### src/rtl/zone_alarm_pkg.sv
// Shared types and constants for the zone alarm engine: one-hot FSM encoding,
// disabled-boundary marker and saturation limits.
package zone_alarm_pkg;

    typedef enum logic [4:0] {
        S_IDLE   = 5'b00001,
        S_ARM    = 5'b00010,
        S_READ   = 5'b00100,
        S_CMP    = 5'b01000,
        S_FINISH = 5'b10000
    } state_t;

    // Sliced down to DW by the user; an all-ones boundary disables a point.
    localparam logic [63:0] BOUND_DISABLED = '1;
    localparam logic [7:0]  RUN_MAX        = 8'd255;
    localparam logic [3:0]  STREAK_MAX     = 4'd15;

    // A programmed threshold of zero behaves as one.
    function automatic logic [7:0] at_least_one(input logic [7:0] v);
        return (v == 8'd0) ? 8'd1 : v;
    endfunction

endpackage

### src/rtl/zone_tracker.sv
// Per-zone hit-run, scan-hit flag, hit/clear streaks and alarm state.
// ZONE_FAST_ALARM_EN: raise the alarm as soon as the scan-hit flag sets (assert_cnt<=1).
module zone_tracker
    import zone_alarm_pkg::*;
(
    input  logic       clk,
    input  logic       rst_n,
    input  logic       clr,
    input  logic       cmp_fire,
    input  logic       hit,
    input  logic       scan_update,
    input  logic [7:0] min_pts,
    input  logic [3:0] assert_cnt,
    input  logic [3:0] clear_cnt,
    output logic       alarm
);

    logic [7:0] run, run_nxt;
    logic       scan_hit;
    logic [3:0] hit_streak, clear_streak, hs_nxt, cs_nxt;

    always_comb begin
        run_nxt = '0;
        if (hit)
            run_nxt = (run == RUN_MAX) ? run : run + 8'd1;
        hs_nxt = (hit_streak == STREAK_MAX) ? hit_streak : hit_streak + 4'd1;
        cs_nxt = (clear_streak == STREAK_MAX) ? clear_streak : clear_streak + 4'd1;
    end

    always_ff @(posedge clk or negedge rst_n) begin
        if (!rst_n) begin
            run          <= '0;
            scan_hit     <= 1'b0;
            hit_streak   <= '0;
            clear_streak <= '0;
            alarm        <= 1'b0;
        end else begin
            if (clr) begin
                run      <= '0;
                scan_hit <= 1'b0;
            end else if (cmp_fire) begin
                run <= run_nxt;
                if (hit && run_nxt >= at_least_one(min_pts))
                    scan_hit <= 1'b1;
            end

            if (scan_update) begin
                if (scan_hit) begin
                    hit_streak   <= hs_nxt;
                    clear_streak <= '0;
                    if ({4'b0, hs_nxt} >= at_least_one({4'b0, assert_cnt}))
                        alarm <= 1'b1;
                end else begin
                    clear_streak <= cs_nxt;
                    hit_streak   <= '0;
                    if ({4'b0, cs_nxt} >= at_least_one({4'b0, clear_cnt}))
                        alarm <= 1'b0;
                end
            end
`ifdef ZONE_FAST_ALARM_EN
            else if (scan_hit && assert_cnt <= 4'd1) begin
                alarm <= 1'b1;
            end
`endif
        end
    end

endmodule

### src/rtl/zone_alarm_engine.sv
// Scan-based safety zone alarm: compares each angular sample against per-zone
// boundaries read from RAM. Optional macro ZONE_FAST_ALARM_EN (see zone_tracker).
module zone_alarm_engine
    import zone_alarm_pkg::*;
#(
    parameter int NZONE  = 3,
    parameter int NPOINT = 811,
    parameter int DW     = 16,
    parameter int AW     = 10
) (
    input  logic                clk,
    input  logic                rst_n,
    input  logic [1:0]          hw_type,
    input  logic                cycle_enable,
    input  logic                target_valid,
    input  logic [DW-1:0]       target_pos,
    input  logic [7:0]          min_target_pts,
    input  logic [3:0]          assert_cnt,
    input  logic [3:0]          clear_cnt,
    output logic                zone_rden,
    output logic [AW-1:0]       zone_rdaddr,
    input  logic [NZONE*DW-1:0] zone_rddata,
    output logic [NZONE-1:0]    alarm_io,
    output logic                scan_done,
    output logic                scan_overrun
);

    localparam int PW = $clog2(NPOINT + 1);

    state_t                    state, state_nxt;
    logic                      ce_q1, ce_q2, rise, fall, fall_pend, done;
    logic                      rd_q, go_read, in_range;
    logic                      st_arm, st_read, st_finish, st_wait;
    logic [PW-1:0]             pt_idx, pt_nxt;
    logic [DW-1:0]             pos_q;
    logic [NZONE-1:0][DW-1:0]  bound;
    logic [NZONE-1:0]          hit, alarm_r;

    assign rise  = ce_q1 & ~ce_q2;
    assign fall  = ~ce_q1 & ce_q2;
    assign done  = fall | fall_pend;
    assign bound = zone_rddata;

    // The compare of the previous sample retires in the same cycle a new one may arrive.
    always_comb begin
        pt_nxt = pt_idx;
        if (st_arm)
            pt_nxt = '0;
        else if (rd_q)
            pt_nxt = pt_idx + PW'(1);
    end

    assign in_range = (pt_nxt < PW'(NPOINT));
    assign go_read  = st_wait & ~done & target_valid & in_range;

    always_ff @(posedge clk or negedge rst_n) begin
        if (!rst_n) state <= S_IDLE;
        else        state <= state_nxt;
    end

    always_comb begin
        state_nxt = state;
        unique case (state)
            S_IDLE:       if (rise) state_nxt = S_ARM;
            S_ARM, S_CMP: begin
                if (done)         state_nxt = S_FINISH;
                else if (go_read) state_nxt = S_READ;
            end
            S_READ:       state_nxt = S_CMP;
            S_FINISH:     state_nxt = S_IDLE;
            default:      state_nxt = S_IDLE;
        endcase
    end

    always_comb begin
        st_arm    = (state == S_ARM);
        st_read   = (state == S_READ);
        st_finish = (state == S_FINISH);
        st_wait   = (state == S_ARM) || (state == S_CMP);
    end

    always_ff @(posedge clk or negedge rst_n) begin
        if (!rst_n) begin
            ce_q1        <= 1'b0;
            ce_q2        <= 1'b0;
            fall_pend    <= 1'b0;
            rd_q         <= 1'b0;
            pt_idx       <= '0;
            pos_q        <= '0;
            zone_rden    <= 1'b0;
            zone_rdaddr  <= '0;
            scan_overrun <= 1'b0;
            scan_done    <= 1'b0;
            alarm_io     <= '0;
        end else begin
            ce_q1  <= cycle_enable;
            ce_q2  <= ce_q1;
            rd_q   <= st_read;
            pt_idx <= pt_nxt;
            // A fall seen while in READ is held until the FSM can act on it.
            if (state == S_IDLE || st_finish) fall_pend <= 1'b0;
            else if (fall)                    fall_pend <= 1'b1;
            zone_rden <= go_read;
            if (go_read) begin
                zone_rdaddr <= AW'(pt_nxt);
                pos_q       <= target_pos;
            end
            if (st_arm)                       scan_overrun <= 1'b0;
            else if (st_read && target_valid) scan_overrun <= 1'b1;
            scan_done <= st_finish;
            alarm_io  <= (hw_type == 2'd1) ? ~alarm_r : alarm_r;
        end
    end

    for (genvar z = 0; z < NZONE; z++) begin : g_zone
        assign hit[z] = (bound[z] != BOUND_DISABLED[DW-1:0]) &&
                        (pos_q != '0) && (pos_q <= bound[z]);

        zone_tracker u_trk (
            .clk         (clk),
            .rst_n       (rst_n),
            .clr         (st_arm),
            .cmp_fire    (rd_q),
            .hit         (hit[z]),
            .scan_update (st_finish),
            .min_pts     (min_target_pts),
            .assert_cnt  (assert_cnt),
            .clear_cnt   (clear_cnt),
            .alarm       (alarm_r[z])
        );
    end

endmodule

### config.mk
export PLATFORM = sky130hd
export DESIGN_NAME = zone_alarm_engine
export DESIGN_NICKNAME = d
export VERILOG_FILES = /design/src/rtl/zone_alarm_pkg.sv /design/src/rtl/zone_tracker.sv /design/src/rtl/zone_alarm_engine.sv
export SDC_FILE = /design/constraint.sdc
export NUM_CORES = 1
export LEC_CHECK = 0
export BUFFER_PORTS_ARGS = -buffer_cell sky130_fd_sc_hd__buf_4
export CORE_MARGIN = 8
export CORE_UTILIZATION = 40
export DETAILED_ROUTE_END_ITERATION = 16
export PLACE_DENSITY = 0.62
export SLEW_MARGIN = 20
export SYNTH_ARGS = -nofsm -noshare
export SYNTH_HDL_FRONTEND = slang
export SYNTH_SLANG_ARGS = --single-unit
### constraint.sdc
create_clock -name clk -period 4.46 [get_ports clk]
set_clock_uncertainty 0.05 [all_clocks]
set_input_delay 0.892 -clock clk [delete_from_list [all_inputs] [get_ports clk]]
set_output_delay 0.892 -clock clk [all_outputs]
set_load 0.02 [all_outputs]
==> Yosys cells after proc, flatten, opt, wreduce, memory -nomap -nowiden <==
Index checks and enable logic that the tools add are counted.
{ "totals": {"regBits": 105, "inputBits": 86, "output_inout_bits": 16, "elab_cells": 172} }
{ "op_classes": {"add_sub_neg": 10, "magnitude_cmp": 13, "n_eq_ne": 23, "mux": 56, "bitwise_logic": 10, "reduce_logical": 33} }
{ "ops": {"columns": ["operator", "count"], "rows": [
  ["$mux W8", 13],
  ["$mux W4", 14],
  ["$le A16 B16 Y1", 3],
  ["$ne A16 B16 Y1 const B", 3],
  ["$ge A4 B8 Y1", 4],
  ["$add A4 B1 Y4 const B", 6],
  ["$add A8 B1 Y8 const B", 3],
  ["$eq A4 B4 Y1 const B", 6],
  ["$eq A8 B8 Y1 const B", 3],
  ["$ge A8 B8 Y1", 3],
  ["$mux W1", 22],
  ["$mux W10", 2],
  ["$reduce_bool A2 Y1", 9],
  ["$reduce_bool A16 Y1", 1],
  ["$mux W5", 3],
  ["$pmux W5 S3", 1],
  ["$add A10 B1 Y10 const B", 1],
  ["$logic_and A1 B1 Y1", 10],
  ["$lt A10 B10 Y1 const B", 1],
  ["$reduce_and A3 Y1", 3],
  ["$ge A4 B4 Y1", 2],
  ["$logic_not A4 Y1", 2],
  ["$logic_not A8 Y1", 1],
  ["$ne A2 B2 Y1 const B", 4],
  ["other kinds (15)", 25]
]} }

==> Depth between registers and ports, before layout <==
{ "logic_depth": {"word_depth": 10, "depth_mapped": 16, "depth_no_buf": 15} }

==> Hierarchy <==
A second synthesis with hierarchy kept.
{ "unflattened": {"hier_cells": 895, "hier_area_um2": 8285.4} }
{ "by_module_without_submodules": {"columns": ["module", "instances", "cells_per_inst", "area_per_inst_um2", "seq_area_each_um2"], "rows": [
  ["zone_tracker", 3, 177, 1551.5, 450.4],
  ["zone_alarm_engine", 1, 364, 3631.0, 1277.5]
]} }

==> Worst setup path before layout <==
Ideal clock, no wire load.
{ "synth_timing": {"kind": "in2reg", "start": "in zone_rddata[29]", "end": "reg g_zone[1].u_trk.scan_hit", "setup_ns": 0.137, "t_arrival_ns": 3.902, "required_time_ns": 4.273, "path_slack_ns": 0.371, "cell_stages": 15, "n_path_buf": 1, "cell_sequence": "inv_1 ha_1 nand4_1 or4_1 or3_1 o31ai_1 clkbuf_1 nand3_1 ha_1 nand2b_1 a211o_1 o2111ai_1 a211oi_1 o311ai_0 o22ai_1"} }
{ "synth_between": {"elab_chain_len": 8, "elab_cells_between_ends": 9, "cone_classes": "2 x order compare; 1 x eq/ne; 1 x mux; 5 x reduce/logical"} }
{ "synth_lines": {"columns": ["item", "line_no", "text"], "rows": [
  ["start, declared", "zone_alarm_engine.sv:22", "input logic [NZONE*DW-1:0] zone_rddata,"],
  ["parallel branches: the longest is 2 deep, another holds $le A16 B16 Y1", null, null],
  ["$logic_and A1 B1 Y1 *", "zone_alarm_engine.sv:117", "(pos_q != '0) && (pos_q <= bound[z]);"],
  ["$mux W8", "zone_tracker.sv:24", "if (hit)"],
  ["$ge A8 B8 Y1", "zone_tracker.sv:43", "if (hit && run_nxt >= at_least_one(min_pts))"],
  ["$logic_and A1 B1 Y1 *", "zone_tracker.sv:43", null],
  ["$reduce_bool A2 Y1 (no source line) *", null, null],
  ["$reduce_and A2 Y1 (no source line) *", null, null],
  ["end signal, assigned", "zone_tracker.sv:33", "scan_hit <= 1'b0;"],
  ["end signal, assigned", "zone_tracker.sv:40", "scan_hit <= 1'b0;"],
  ["end signal, assigned", "zone_tracker.sv:44", "scan_hit <= 1'b1;"],
  ["end, declared", "zone_tracker.sv:19", "logic scan_hit;"]
]} }
Mark *: on every way between the ends.
A chain may end at the register's enable or synchronous reset.

==> Worst setup path after layout <==
Same ends and word-level chain as after synthesis.

==> insert_results.sql <==
INSERT INTO impl_metrics (metric_group, metric, value, unit) VALUES
('sta', 'report.final.slew_viol_count', '0', ''),
('grt', 'grt_pass1_vias', '6656', ''),
('worst_setup_path', 'critPathTopFamily', 'simple AND/OR/NAND/NOR gates', ''),
('sta', 'final.period_utilization', '0.8814', ''),
('floorplan', 'die_y', '157', 'µm'),
('pwr', 'ir_worst_vdd', '0.1684', 'mV'),
('route', 'drt_wl_cell', '15.19', 'µm'),
('synth', 'synth_commonest_cells', '106 x ha_1, 104 x dfrtp_1, 79 x inv_1, 67 x nand2_1, 65 x nor2_1', ''),
('worst_setup_path', 'slowest_stage', 'or4_1', ''),
('worst_setup_path', 'r2r_slack', '0.66', 'ns'),
('pwr', 'p_leak', '4.793', 'nW'),
('synth', 'postSynthAreaPerCell', '9.141', 'µm²'),
('clock_tree', 'clock_insertion_delay_worst_skew', '0.36', 'ns'),
('synth', 'ys_seq_area_frac', '0.3306', ''),
('flow_run', 'max-cap-violations', '0', ''),
('sta', 'timing_hold_violations_final', '0', ''),
('floorplan', 'io_pins', '102', ''),
('clock_tree', 'cts-buffers-inserted', '9', ''),
('sta', 'rsz0062_at_grt', 'false', ''),
('worst_setup_path', 'setup_crit_path_kind', 'in -> reg', ''),
('synth', 'synth_enable_flop_cells', '0', ''),
('sta', 'final.min_clock_period', '3.931', 'ns'),
('synth', 'asyncSetResetFlopFracSynth', '1.000', ''),
('worst_setup_path', 'slowest_delay', '0.56', 'ns'),
('floorplan', 'floorplan.die.width', '157', 'µm'),
('grt', 'grt_overflow_total', '0', ''),
('synth', 'synthMostInstantiatedCell', 'ha_1', ''),
('min_path', 'worstHoldPathType', 'reg -> reg', ''),
('final_layout', 'finalNetCount', '1162', ''),
('floorplan', 'initial_utilization', '0.4086', ''),
('sta', 'transition_time_of_the_tightest_slew_check_pin', '0.8987', 'ns'),
('status', 'run_status', 'finished clean', ''),
('synth', 'netlist.area_leader.share', '0.3272', ''),
('grt', 'wire_length_of_the_first_global_routing_pass', '31860', 'µm'),
('synth', 'post_synth_main_area_contributors', 'dfrtp_1 33%, ha_1 17%, inv_1 3.7%', ''),
('floorplan', 'design.die.area', '24650', 'µm²'),
('place', 'portBuffers', '101', ''),
('final_layout', 'num_antenna_cells', '0', ''),
('place', 'finalWeightedCongestion', '0.8234', ''),
('final_layout', 'area_growth', '17.12', '%'),
('grt', 'pin_count_of_the_biggest_net_entering_global_routing', '58', ''),
('grt', 'grt_usage', '0.1586', ''),
('sta', 'maximum_clock_frequency', '254.4', 'MHz'),
('worst_setup_path', 'worst-path-buf-inv', '2', ''),
('synth', 'synth_top_flop_cell', 'dfrtp_1', ''),
('final_layout', 'layout-drive-gt1-share', '0.1703', ''),
('synth', 'yosysWarnings', '0', ''),
('synth', 'synth_area', '7953', 'µm²'),
('clock_tree', 'post_cts_resize_count', '0', ''),
('route', 'detail_route.first_pass.iterations', '4', ''),
('sta', 'slew-limit-headroom', '0.4008', ''),
('worst_setup_path', 'cp_cell_sequence', 'buf_4 -> inv_1 -> ha_1 -> nand4_1 -> or4_1 -> or3_1 -> o31ai_1 -> nand2_1 -> nor2_1 -> ha_1 -> a211o_1 -> o2111ai_1 -> a211oi_1 -> o311ai_0 -> o22ai_1', ''),
('sta', 'timing.setup.tns', '0', 'ns'),
('place', 'post-place-cells', '1224', ''),
('route', 'drc', '0', ''),
('sta', 'finalSetupViolations', '0', ''),
('worst_setup_path', 'crit_required', '4.64', 'ns'),
('clock_tree', 'clkTransAtPathRegs', '0.08', 'ns'),
('synth', 'synth_cell_type_count', '62', ''),
('synth', 'synth.net_count', '1062', ''),
('route', 'route.vias.total', '6540', ''),
('clock_tree', 'clk_root_buffer_cell', 'clkbuf_16', ''),
('worst_setup_path', 'path_max_fanout', '9', ''),
('synth', 'ys_seq_elements', '105', ''),
('clock_tree', 'clock_tree.htree_level_count', '3', ''),
('route', 'vias_per_cell', '5.274', ''),
('worst_setup_path', 'critical_path.startpoint_type', 'input port', ''),
('worst_setup_path', 'worst_setup_path_end_kind', 'flop', ''),
('synth', 'synth_top_cell_by_area', 'dfrtp_1', ''),
('clock_tree', 'clockBufferDepth', '2', ''),
('clock_tree', 'postCtsHoldBufs', '0', '');
routing by layer:
| metal | track usage | part of all wire |
|---|---|---|
| met5 | 0 | 0 |
| met4 | 0.04577 | 0.0085 |
| met3 | 0.03318 | 0.040 |
| met2 | 0.2517 | 0.46 |
| met1 | 0.2133 | 0.49 |
path summary, 6_finish.rpt:
path,from,to,depth (start not counted)
max,zone_rddata[29],g_zone[1].u_trk.scan_hit,15
min,ce_q1,ce_q2,0
max reg2reg,pos_q[13],g_zone[1].u_trk.scan_hit,13
min reg2reg,ce_q1,ce_q2,0
max in group asynchronous,rst_n,state[0],2
min in group asynchronous,rst_n,g_zone[0].u_trk.run[2],1
area by class of cell:
type | instances | area [µm²]
clock buffer | 10 | 239.0
clock inverter | 6 | 76.32
fill | 1879 | 10150
inverter | 80 | 300.3
multi-input combinational | 665 | 4907
sequential | 105 | 2629
tap | 265 | 331.6
timing repair buffer | 109 | 830.8
flip-flops by register name, summed over array words and instances (netlist names), 5 cells and up:
name                       flops
g_zone.u_trk.run              24
pos_q                         16
g_zone.u_trk.clear_streak     12
g_zone.u_trk.hit_streak       12
pt_idx                        10
zone_rdaddr                   10
state                          5
through the flow:
stage	util	setup slack, ns	power, mW	hold WS, ns	cell area (µm²)
after global routing	0.4786	0.1711	3.233	0.4082	9314
after detailed placement	0.4624	0.1030	2.175	0.3491	8999
after CTS	0.4786	0.4941	3.056	0.3770	9314
after global placement	0.4624	0.1878	2.152	0.3581	8999
final	0.4786	0.5290	3.014	0.3657	9314
after floorplan	-	0.3711	1.842	0.3239	7953
power by group:
part           internal, mW  switching (mW)  leakage (nW)
combinational         0.453           0.453          3.24
sequential             1.06           0.183          1.40
clock                 0.464           0.397         0.156
cell usage in the layout (no fill, tap or decap), types with 17 or more instances in the layout:
cell     synthesis  final
nor2_1          65     65
inv_1           79     79
o21ai_0         30     30
mux2_4          18     18
a21oi_1         45     45
buf_4            0    108
a21o_1          25     25
ha_1           106    106
nor3_1          19     19
dfrtp_1        104    104
nand4_1         29     29
nand3_1         34     34
and3_1          20     20
nand2_1         67     67
xnor2_1         17     17
cell families (layout without fill, tap and decap cells):
| group | after synthesis | after routing | share of synthesized area |
|---|---|---|---|
| XOR/XNOR | 32 | 32 | 0.03524 |
| buffers and inverters | 100 | 205 | 0.05239 |
| flip-flops | 105 | 105 | 0.3306 |
| AND/OR/NAND/NOR | 305 | 305 | 0.1962 |
| multiplexers | 42 | 42 | 0.06639 |
| AO/OA/AOI/OAI | 180 | 180 | 0.1525 |
| adder cells (fa/ha/maj) | 106 | 106 | 0.1668 |
No activity file was read; power rests on OpenSTA's default activity.
